<file path="src/rtl/cdb_arb_pkg.sv">
// Shared CDB arbitration constants. The ROB, reservation stations and the
// load/store buffer snoop logic use the same values, so that a tag of NO_TAG
// means "no broadcast" everywhere on the common data bus.
package cdb_arb_pkg;

   localparam int NUM_REQ = 4;    // result producers: ALU, MEMU, two spares
   localparam int ROBEN_W = 5;    // ROB entry tag width
   localparam int DATA_W  = 32;   // result width

   localparam logic [ROBEN_W-1:0] NO_TAG = '0;

endpackage

</file>
<file path="src/rtl/cdb_arbiter_rr_pick2.sv">
// rr_pick2: two-winner round-robin picker.
//   held  : per-producer request vector
//   ptr   : index searched first; the search wraps modulo N
//   gnt1  : one-hot, first held producer at or after ptr (CDB port 1)
//   gnt2  : one-hot, next held producer after the port-1 winner (CDB port 2)
//   vld1/2: the matching grant vector is non-zero
module rr_pick2 #(
   parameter int N     = 4,
   parameter int PTR_W = 2
) (
   input  logic [N-1:0]     held,
   input  logic [PTR_W-1:0] ptr,
   output logic [N-1:0]     gnt1,
   output logic [N-1:0]     gnt2,
   output logic             vld1,
   output logic             vld2
);

   logic [PTR_W-1:0] idx;

   always_comb begin
      gnt1 = '0;
      gnt2 = '0;
      vld1 = 1'b0;
      vld2 = 1'b0;
      idx  = '0;
      for (int k = 0; k < N; k++) begin
         idx = PTR_W'((int'(ptr) + k) % N);
         if (held[idx]) begin
            if (!vld1) begin
               gnt1[idx] = 1'b1;
               vld1      = 1'b1;
            end else if (!vld2) begin
               gnt2[idx] = 1'b1;
               vld2      = 1'b1;
            end
         end
      end
   end

endmodule

</file>
<file path="src/rtl/cdb_arbiter.sv">
// cdb_arbiter: collects results from NUM_REQ producers into one holding
// register each and broadcasts up to two per cycle on the common data bus.
//   clk, rst            : rising-edge clock, asynchronous active-high reset
//   flush               : ROB flush, drops every held result
//   req_valid/roben/data: per-producer result offer (slice i = producer i)
//   req_ready           : producer i may transfer this cycle (combinational)
//   cdb_roben1/2, cdb_data1/2 : registered broadcasts, tag 0 = idle
//   pending             : holding-register occupancy
//   conflict_count      : saturating count of cycles with more than two held
module cdb_arbiter #(
   parameter int NUM_REQ = cdb_arb_pkg::NUM_REQ,
   parameter int ROBEN_W = cdb_arb_pkg::ROBEN_W,
   parameter int DATA_W  = cdb_arb_pkg::DATA_W
) (
   input  logic                       clk,
   input  logic                       rst,
   input  logic                       flush,
   input  logic [NUM_REQ-1:0]         req_valid,
   input  logic [NUM_REQ*ROBEN_W-1:0] req_roben,
   input  logic [NUM_REQ*DATA_W-1:0]  req_data,
   output logic [NUM_REQ-1:0]         req_ready,
   output logic [ROBEN_W-1:0]         cdb_roben1,
   output logic [ROBEN_W-1:0]         cdb_roben2,
   output logic [DATA_W-1:0]          cdb_data1,
   output logic [DATA_W-1:0]          cdb_data2,
   output logic [NUM_REQ-1:0]         pending,
   output logic [15:0]                conflict_count
);

   import cdb_arb_pkg::*;

   localparam int PTR_W = (NUM_REQ > 1) ? $clog2(NUM_REQ) : 1;

   logic [NUM_REQ-1:0]              held;
   logic [NUM_REQ-1:0][ROBEN_W-1:0] tag_q;
   logic [NUM_REQ-1:0][DATA_W-1:0]  data_q;
   logic [PTR_W-1:0]                rr_ptr;

   logic [NUM_REQ-1:0] gnt1, gnt2, grant, xfer;
   logic               vld1, vld2;
   logic [ROBEN_W-1:0] sel_tag1, sel_tag2;
   logic [DATA_W-1:0]  sel_data1, sel_data2;
   logic [PTR_W-1:0]   last_idx, ptr_nxt;
   int                 held_cnt;
   logic               dup_tag;

   rr_pick2 #(.N(NUM_REQ), .PTR_W(PTR_W)) u_pick (
      .held (held),
      .ptr  (rr_ptr),
      .gnt1 (gnt1),
      .gnt2 (gnt2),
      .vld1 (vld1),
      .vld2 (vld2)
   );

   // Ready depends only on held state and grants, never on req_valid.
   assign grant     = gnt1 | gnt2;
   assign req_ready = {NUM_REQ{~flush & ~rst}} & (~held | grant);
   assign xfer      = req_valid & req_ready;
   assign pending   = held;

   always_comb begin
      sel_tag1  = '0;
      sel_tag2  = '0;
      sel_data1 = '0;
      sel_data2 = '0;
      last_idx  = rr_ptr;
      held_cnt  = 0;
      for (int i = 0; i < NUM_REQ; i++) begin
         sel_tag1  = sel_tag1  | (tag_q[i]  & {ROBEN_W{gnt1[i]}});
         sel_tag2  = sel_tag2  | (tag_q[i]  & {ROBEN_W{gnt2[i]}});
         sel_data1 = sel_data1 | (data_q[i] & {DATA_W{gnt1[i]}});
         sel_data2 = sel_data2 | (data_q[i] & {DATA_W{gnt2[i]}});
         // The port-2 winner, when present, is the later one in search order.
         if (vld2 ? gnt2[i] : gnt1[i])
            last_idx = PTR_W'(i);
         if (held[i])
            held_cnt = held_cnt + 1;
      end
      ptr_nxt = (last_idx == PTR_W'(NUM_REQ - 1)) ? '0 : last_idx + 1'b1;
   end

   always_ff @(posedge clk or posedge rst) begin
      if (rst) begin
         held           <= '0;
         tag_q          <= '0;
         data_q         <= '0;
         cdb_roben1     <= '0;
         cdb_roben2     <= '0;
         cdb_data1      <= '0;
         cdb_data2      <= '0;
         rr_ptr         <= '0;
         conflict_count <= '0;
      end else if (flush) begin
         held       <= '0;
         cdb_roben1 <= '0;
         cdb_roben2 <= '0;
         cdb_data1  <= '0;
         cdb_data2  <= '0;
      end else begin
         for (int i = 0; i < NUM_REQ; i++) begin
            // A tag-0 transfer is swallowed; a granted register may refill at once.
            if (xfer[i] && (req_roben[i*ROBEN_W +: ROBEN_W] != ROBEN_W'(NO_TAG))) begin
               held[i]   <= 1'b1;
               tag_q[i]  <= req_roben[i*ROBEN_W +: ROBEN_W];
               data_q[i] <= req_data[i*DATA_W +: DATA_W];
            end else if (grant[i]) begin
               held[i] <= 1'b0;
            end
         end
         cdb_roben1 <= sel_tag1;
         cdb_roben2 <= sel_tag2;
         cdb_data1  <= sel_data1;
         cdb_data2  <= sel_data2;
         if (vld1)
            rr_ptr <= ptr_nxt;
         if ((held_cnt > 2) && (conflict_count != 16'hFFFF))
            conflict_count <= conflict_count + 16'd1;
      end
   end

   // Two producers transferring the same live tag in one cycle is an upstream bug.
   always_comb begin
      dup_tag = 1'b0;
      for (int i = 0; i < NUM_REQ; i++)
         for (int j = i + 1; j < NUM_REQ; j++)
            if (xfer[i] && xfer[j] &&
                (req_roben[i*ROBEN_W +: ROBEN_W] != ROBEN_W'(NO_TAG)) &&
                (req_roben[i*ROBEN_W +: ROBEN_W] == req_roben[j*ROBEN_W +: ROBEN_W]))
               dup_tag = 1'b1;
   end

   a_no_dup_tag: assert property (@(posedge clk) disable iff (rst) !dup_tag);

endmodule

</file>
<file path="config.mk">
export PLATFORM = sky130hd
export DESIGN_NAME = cdb_arbiter
export DESIGN_NICKNAME = d
export VERILOG_FILES = /design/src/rtl/cdb_arb_pkg.sv /design/src/rtl/cdb_arbiter_rr_pick2.sv /design/src/rtl/cdb_arbiter.sv
export SDC_FILE = /design/constraint.sdc
export NUM_CORES = 1
export LEC_CHECK = 0
export ABC_AREA = 1
export CAP_MARGIN = 20
export CORE_ASPECT_RATIO = 2
export CORE_MARGIN = 3
export CORE_UTILIZATION = 51
export CTS_CLUSTER_SIZE = 28
export DETAILED_ROUTE_END_ITERATION = 12
export GPL_TIMING_DRIVEN = 0
export PLACE_DENSITY = 0.8
export RECOVER_POWER = 25
export SETUP_SLACK_MARGIN = 0.1
export SYNTH_ARGS = -nofsm -noshare
export SYNTH_HDL_FRONTEND = slang
export SYNTH_HIERARCHICAL = 1
export SYNTH_SLANG_ARGS = --single-unit
</file>
<file path="constraint.sdc">
create_clock -name clk -period 9.95 [get_ports clk]
set_input_delay 1.4925 -clock clk [delete_from_list [all_inputs] [get_ports clk]]
set_output_delay 1.4925 -clock clk [all_outputs]
set_load 0.03 [all_outputs]
</file>
==> reports/metrics.csv, run 1 <==
metric,value,unit
yosysUniqueCellTypes,31,
rsz0062_at_grt,false,
drc,0,
final_nets,1835,
area_growth_syn_to_layout,31.9,%
grt_start_max_net_pins,134,
layout_common_cells,"nand2_1 (489), clkdlybuf4s50_1 (250), dfrtp_1 (244), a21oi_1 (152), inv_1 (120)",
place_inst,1919,
core,0.0218,mm2
report.final.slew_viol_count,0,
cap_viol_max_count,0,
cts_buffers,22,
power_leakage,7.00,nW
htree_levels,1,
critPathLaunch,rst,
crit_end,req_ready[3],
regToRegSetupSlack,6.41,ns
cp_data_arrival_time,4.24,ns
path_cells,"dlygate4sd3_1, inv_8, buf_16, nand3_1, inv_2, clkdlybuf4s50_1",
row_count,76,
min-delay-path-class,register to register,
nFillCells,1770,
syn_area,0.0114,mm2
final_common_cell,nand2_1,
multi_input_area,0.00448,mm2
yosysTopAreaCell,dfrtp_1,
avgViaCountPerCell,5.63,
reg2reg_depth,14,
grt_pass1_vias,11400,
grt_pass1_wl,60000,um
antenna_found_initial,6,
vias,11100,
yosys_warnings,6,
ys_top_cells_by_area,"dfrtp_1 (53%), nand2_1 (16%), a21oi_1 (6.7%)",
status,"complete, no violations",
clockBufferDepth,3,
clk_latency,0.53,ns
wl,38700,um
required,8.46,ns
track_usage,31.4,%
grt_overflow,0,
start_kind,input pin,
cts_tree,yes,
path_clk_slew,0.07,ns
synth_top_area_share,53.4,%
cts_resized,0,
synth-seq-area-share,53.4,%
fin_crit,5.73,ns
gp_congestion,0.934,
slew_headroom,45.1,%
skew,0.0125,ns
drtIter0Drc,917,
cts_setup_buffers,0,
portBuffers,251,
period_share,57.6,%
final_cells,1965,
crit_type,input pin to output port,
post_drt_wl_per_cell,19.7,um
dp_hpwl,28100,um
dpl-instance-area,0.0143,mm2
drt_pass1_iterations,5,
design_area,0.0151,mm2
postRouteAntennaNets,0,
r2r-start,rr_ptr[0],
ys_ff_latch,244,
final-setup-viol-count,0,
critPathCaptureType,output port,
synthCells,1394,
finalHoldViolCount,0,
r2r_end,cdb_data1[28],
ir_drop,211,uV
die_w,112,um
ios,253,
ctsRootBufferMaster,clkbuf_16,
die_y,218,um
seq_area,0.00611,mm2
initial_utilization,52.5,%
fmax,174,MHz
hold_buffers,0,
total_power,4.36,mW
power_density,289,mW/mm2
slowest_stage,clkdlybuf4s50_1,
slowest_delay,0.68,ns
cp_max_fo,133,
worstMarginPinSlew,0.824,ns
die_area,0.0244,mm2
cts.sinks,244,
fin_util,69.3,%
fin_hold_ws,0.503,ns
synth.avg_cell_area,8.20,um2
drive_gt1_share,7.24,%
syn-num-nets,1559,
==> Yosys cell counts, drive strengths merged <==
cell type  number
nand2         503
dfrtp         244
a21oi         152
inv           133
o21ai          89
o22ai          74
nand3          59
buf            45
nor2           32
clkbuf         27
nand4          11
ha             10
xnor2           6
nor3            4
xor2            3
nand3b          2
==> cell type report <==
class | count | area share (%)
buffer | 72 | 2.11
inverter | 133 | 3.38
clock inverter | 9 | 0.689
multi-input combinational | 945 | 29.7
sequential | 244 | 40.5
clock buffer | 31 | 4.41
antenna | 6 | 0.0996
timing repair buffer | 252 | 16.8
tap | 273 | 2.27
==> worst min-delay path by stage <==
stage	cells past startpoint	startpoint	to	slack, ns
after floorplan	2	tag_q[0]	tag_q[0]	0.45
after CTS	2	tag_q[0]	tag_q[0]	0.50
after detailed placement	2	data_q[123]	data_q[123]	0.49
after global routing	2	data_q[86]	data_q[86]	0.53
after global placement	2	tag_q[5]	tag_q[5]	0.47
final	2	tag_q[0]	tag_q[0]	0.50
==> routing by layer <==
layer	part of all wire, %	up-vias	routed length [um]	GRT usage [%]
met5	0	-	0	0
met4	7.2	0	2780	20.3
met3	6.5	160	2520	3.33
met2	53	578	20500	56.8
met1	33	5258	12800	34.5
li1	-	5073	-	-
==> report_power, final <==
| part | switching (mW) | leakage [nW] | internal [mW] |
|---|---|---|---|
| combinational | 1.33 | 3.47 | 0.687 |
| sequential | 0.161 | 3.15 | 1.27 |
| clock | 0.392 | 0.383 | 0.522 |
| total | 1.88 | 7.00 | 2.48 |
==> logic make-up after synthesis <==
logic type | count (synthesis) | share of synthesized area [%]
buf+inv | 205 | 7.27
flops | 244 | 53.4
fa+ha+maj | 10 | 1.09
xor+xnor | 9 | 0.755
compound gates | 315 | 14.6
simple gates | 611 | 22.9
==> worst max-delay path, delay by kind of cell <==
family	cells	cell delay, ns
buf+inv	5	2.46
simple gates	1	0.20
==> per-stage QoR <==
step / setup WS (ns) / TNS, ns
after floorplan: 1.13 / 0
after global placement: -2.20 / -404.60
after detailed placement: 4.16 / 0
after CTS: 4.15 / 0
after global routing: 3.93 / 0
final: 4.22 / 0
==> sequential cells by signal, indices dropped and copies added (netlist names) <==
register        count
cdb_data1          32
tag_q              20
cdb_roben1          5
pending             4
conflict_count     16
cdb_data2          32
data_q            128
cdb_roben2          5
rr_ptr              2
No activity file was read; power rests on OpenSTA's default activity.
==> run 2: changes to the inputs <==
- clock period: 9.95 -> 5.3 ns (I/O delays scaled with it)
==> reports/metrics.csv, run 2 (synthesized netlist as in run 1, its figures left out) <==
metric,value,unit
status,finished with violations,
violations,"max-capacitance violations, max-slew violations",
cts_buffers,22,
grt_overflow,0,
clockBufferDepth,3,
initial_utilization,52.5,%
ios,253,
post_drt_wl_per_cell,19.3,um
cts_resized,0,
grt.busiest_layer,met2,
layout_common_cells,"nand2_1 (489), clkdlybuf4s50_1 (250), dfrtp_1 (244), a21oi_1 (152), inv_1 (120)",
report.final.slew_viol_count,81,
ir_drop,395,uV
portBuffers,251,
final-setup-viol-count,0,
final_nets,1840,
slowest_delay,0.69,ns
die_y,218,um
reg2reg_depth,14,
drt_pass1_iterations,6,
min-delay-path-class,register to register,
die_area,0.0244,mm2
dp_hpwl,28300,um
grt_pass1_wl,58900,um
fin_crit,4.46,ns
cts_tree,yes,
vias,11100,
grt_start_max_net_pins,44,
regToRegSetupSlack,1.64,ns
fin_hold_ws,0.494,ns
postRouteAntennaNets,0,
hold_buffers,0,
avgViaCountPerCell,5.67,
power_leakage,7.05,nW
place_inst,1924,
critPathCaptureType,output port,
drtIter0Drc,1031,
start_kind,register,
drc,0,
skew,0.0103,ns
total_power,8.25,mW
worstMarginPinSlew,2.34,ns
r2r_end,cdb_data1[24],
grt_pass1_vias,11300,
fmax,224,MHz
regMostFlops,data_q,
cts.sinks,244,
hold_start,tag_q[0],
r2r-start,rr_ptr[0],
core,0.0218,mm2
finalHoldViolCount,0,
cap_viol_max_count,2,
track_usage,30.8,%
rsz0062_at_grt,false,
largest_reg_flops,128,
period_share,84.2,%
power_density,542,mW/mm2
slowest_stage,clkdlybuf4s50_1,
reg_top3,"data_q (128), cdb_data1 (32), cdb_data2 (32)",
path_clk_slew,0.07,ns
antenna_found_initial,3,
cts_setup_buffers,0,
ctsRootBufferMaster,clkbuf_16,
fin_util,69.9,%
htree_levels,1,
grt_util_met1,33.6,%
clk_latency,0.52,ns
required,4.51,ns
drive_gt1_share,7.64,%
area_growth_syn_to_layout,33.1,%
grtUsageMet3,3.58,%
die_w,112,um
grt_util_met2,56.8,%
final_common_cell,nand2_1,
path_cells,"inv_2, ha_1, inv_1, nand3_1, nand2_2, nor2_1, nand2_1, o21ai_1, nand2_1, nand2_1, inv_1, nand3_1, nand3_1, inv_2, clkdlybuf4s50_1",
cp_max_fo,11,
final_cells,1964,
crit_type,register to output port,
wl,38000,um
row_count,76,
cp_data_arrival_time,3.67,ns
gp_congestion,0.885,
holdPathStages,2,
min_to,tag_q[0],
slew_headroom,-55.7,%
-- run 2: metrics by stage --
| step | instance area (um2) | worst slack [ns] | TNS, ns |
|---|---|---|---|
| floorplan | 11500 | -0.443 | -36.55 |
| global placement | 14300 | -3.02 | -463.11 |
| detailed placement | 14400 | 1.10 | 0 |
| CTS | 15200 | 0.838 | 0 |
| global route | 15200 | 0.582 | 0 |
| finish | 15200 | 0.836 | 0 |
-- run 2: area by class of cell --
class	count	area, um2
inverters	133	510
multi-input cells	945	4490
clock inverters	10	186
diodes	3	7.51
repair buffers	257	2600
flip-flops and latches	244	6110
fillers	1744	6560
well taps	273	342
plain buffers	72	359
clock buffers	27	611
-- run 2: worst max-delay path by stage --
stage	start	end	slack, ns
after global placement	rst	req_ready[2]	-3.02
after floorplan	rst	req_ready[0]	-0.44
after CTS	rr_ptr[0]	req_ready[2]	0.84
final	rr_ptr[0]	req_ready[3]	0.84
after global routing	rr_ptr[0]	req_ready[3]	0.58
after detailed placement	rst	req_ready[3]	1.10
-- run 2: worst max-delay path: cells and delay by family (launching register included) --
kind,cells,cell delay [ns]
AOI/OAI and AO/OA,1,0.08
and+or+nand+nor,8,0.92
DFF,1,0.62
buffers and inverters,5,1.15
adders and majority gates,1,0.39
-- run 2: power by group --
group	internal, mW	switching, mW	leakage, nW
combinational	1.30	2.48	3.52
sequential	2.39	0.300	3.15
clock	1.06	0.718	0.380
total	4.76	3.50	7.05
-- run 2: per-layer routing --
metal	vias up	part of all wire, %
li1	5074	-
met1	5308	34
met2	609	53
met3	144	6.2
met4	0	6.6
met5	-	0
==> run 3: changes to the inputs <==
- CORE_UTILIZATION: 51 -> 46
- PLACE_DENSITY: 0.8 -> 0.76
- clock period: 5.3 -> 3.7 ns (I/O delays scaled with it)
==> reports/metrics.csv, run 3 (synthesized netlist as in run 1, its figures left out) <==
metric,value,unit
grt_pass1_wl,61200,um
power_leakage,7.16,nW
slew_headroom,15.6,%
gp_congestion,0.923,
grt_pass1_vias,11300,
fin_hold_ws,0.503,ns
drt_pass1_iterations,6,
r2r_end,cdb_data1[25],
regToRegSetupSlack,0.41,ns
vias,11100,
clockBufferDepth,3,
skew,0.0103,ns
grt_util_met2,54.3,%
multi_input_area,0.00455,mm2
clk_latency,0.52,ns
row_count,81,
grt.busiest_layer,met2,
start_kind,input pin,
path_clk_slew,0.07,ns
fmax,287,MHz
ios,253,
holdPathStages,2,
reg_top3,"data_q (128), cdb_data1 (32), cdb_data2 (32)",
ir_drop,389,uV
drive_gt1_share,8.99,%
reg2reg_depth,14,
layout_common_cells,"nand2_1 (489), clkdlybuf4s50_1 (246), dfrtp_1 (242), a21oi_1 (150), inv_1 (119)",
power_density,757,mW/mm2
cp_data_arrival_time,2.93,ns
cts_tree,yes,
dp_hpwl,29400,um
track_usage,29.0,%
status,"complete, no violations",
drtIter0Drc,950,
final_cells,2036,
cts_buffers,22,
post_drt_wl_per_cell,19.5,um
place_inst,1983,
crit_type,input pin to output port,
grt_overflow,0,
grt_util_met1,31.1,%
period_share,94.3,%
final_common_cell,nand2_1,
cts.sinks,244,
htree_levels,1,
rsz0062_at_grt,true,
min_to,tag_q[14],
hold_start,tag_q[14],
cp_max_fo,33,
cap_viol_max_count,0,
antenna_found_initial,3,
min-delay-path-class,register to register,
final-setup-viol-count,0,
critPathCaptureType,output port,
nFillCells,2122,
die_y,229,um
ctsRootBufferMaster,clkbuf_16,
die_area,0.0269,mm2
required,3.14,ns
r2r-start,rr_ptr[1],
report.final.slew_viol_count,0,
grt_start_max_net_pins,45,
hold_buffers,0,
seq_area,0.00611,mm2
wl,39700,um
postRouteAntennaNets,0,
portBuffers,251,
area_growth_syn_to_layout,36.5,%
worstMarginPinSlew,1.27,ns
finalHoldViolCount,0,
grtUsageMet3,3.07,%
die_w,117,um
core,0.0244,mm2
initial_utilization,46.8,%
avgViaCountPerCell,5.46,
final_nets,1850,
regMostFlops,data_q,
largest_reg_flops,128,
drc,0,
tns,0,ns
fin_crit,3.49,ns
==> run 3: changes by cell type in the layout (fill, tap and decap cells not counted), moves of 3 or more <==
cell and change:
o21ai_0 -74, o21ai_1 +74, buf_6 +15, buf_2 -14, clkbuf_8 +8, buf_4 +5, bufinv_16 -4, clkdlybuf4s50_1 -4
nand3_2 -4, nand3_4 +4, buf_16 +3, clkbuf_2 -3, clkinv_4 +3
==> run 3: timing repair <==
action,in CTS,in global routing
cloned,2,2
buffers inserted,3,3
resized for setup,14,7
setup endpoints to repair,9,4
==> run 3: worst max-delay path, cell delays in order <==
cell and delay, ns:
dlygate4sd3_1 0.60, clkinvlp_2 0.14, buf_12 0.21, buf_12 0.24, buf_16 0.20, buf_16 0.21, buf_16 0.19, nand3_1 0.11
inv_2 0.11, clkdlybuf4s15_2 0.32
==> run 3: area by class of cell <==
| cell class | count | share of cell area (%) |
|---|---|---|
| repair buffers | 266 | 17.6 |
| clock buffers | 30 | 4.18 |
| diodes | 3 | 0.0481 |
| flip-flops and latches | 244 | 39.2 |
| plain buffers | 72 | 3.19 |
| well taps | 332 | 2.66 |
| repair inverters | 1 | 0.0321 |
| inverters | 133 | 3.34 |
| clock inverters | 10 | 0.610 |
| multi-input cells | 945 | 29.1 |
==> run 3: worst max-delay path by stage <==
| stage | start | endpoint | slack, ns | cells after the start |
|---|---|---|---|---|
| floorplan | rst | data_q[0] | -1.61 | 8 |
| global placement | rst | req_ready[1] | -4.18 | 5 |
| detailed placement | rst | req_ready[2] | -0.83 | 10 |
| CTS | rst | req_ready[2] | 0.11 | 10 |
| global route | rst | req_ready[2] | 0.06 | 10 |
| finish | rst | req_ready[2] | 0.21 | 10 |
==> run 3: where the power goes <==
group	total, mW	internal (mW)	switching [mW]
Sequential	3.84	3.43	0.412
Combinational	5.59	1.97	3.62
Clock	2.38	1.32	1.06
==> run 3: per-layer routing <==
layer  share of wire, %  vias to the layer above
met5                  0                        -
met4                6.6                        0
met2                 54                      543
met1                 34                     5314
li1                   -                     5107
met3                5.4                      153
==> run 3: stage by stage <==
stage	total power, mW	util, %	setup WS, ns	cell area, um2
after detailed placement	9.32	60.2	-0.828	14700
after global placement	9.20	59.7	-4.18	14600
after floorplan	7.31	-	-1.61	11700
after global routing	12.5	63.9	0.0594	15600
after CTS	11.8	63.6	0.113	15500
final	11.8	63.9	0.212	15600
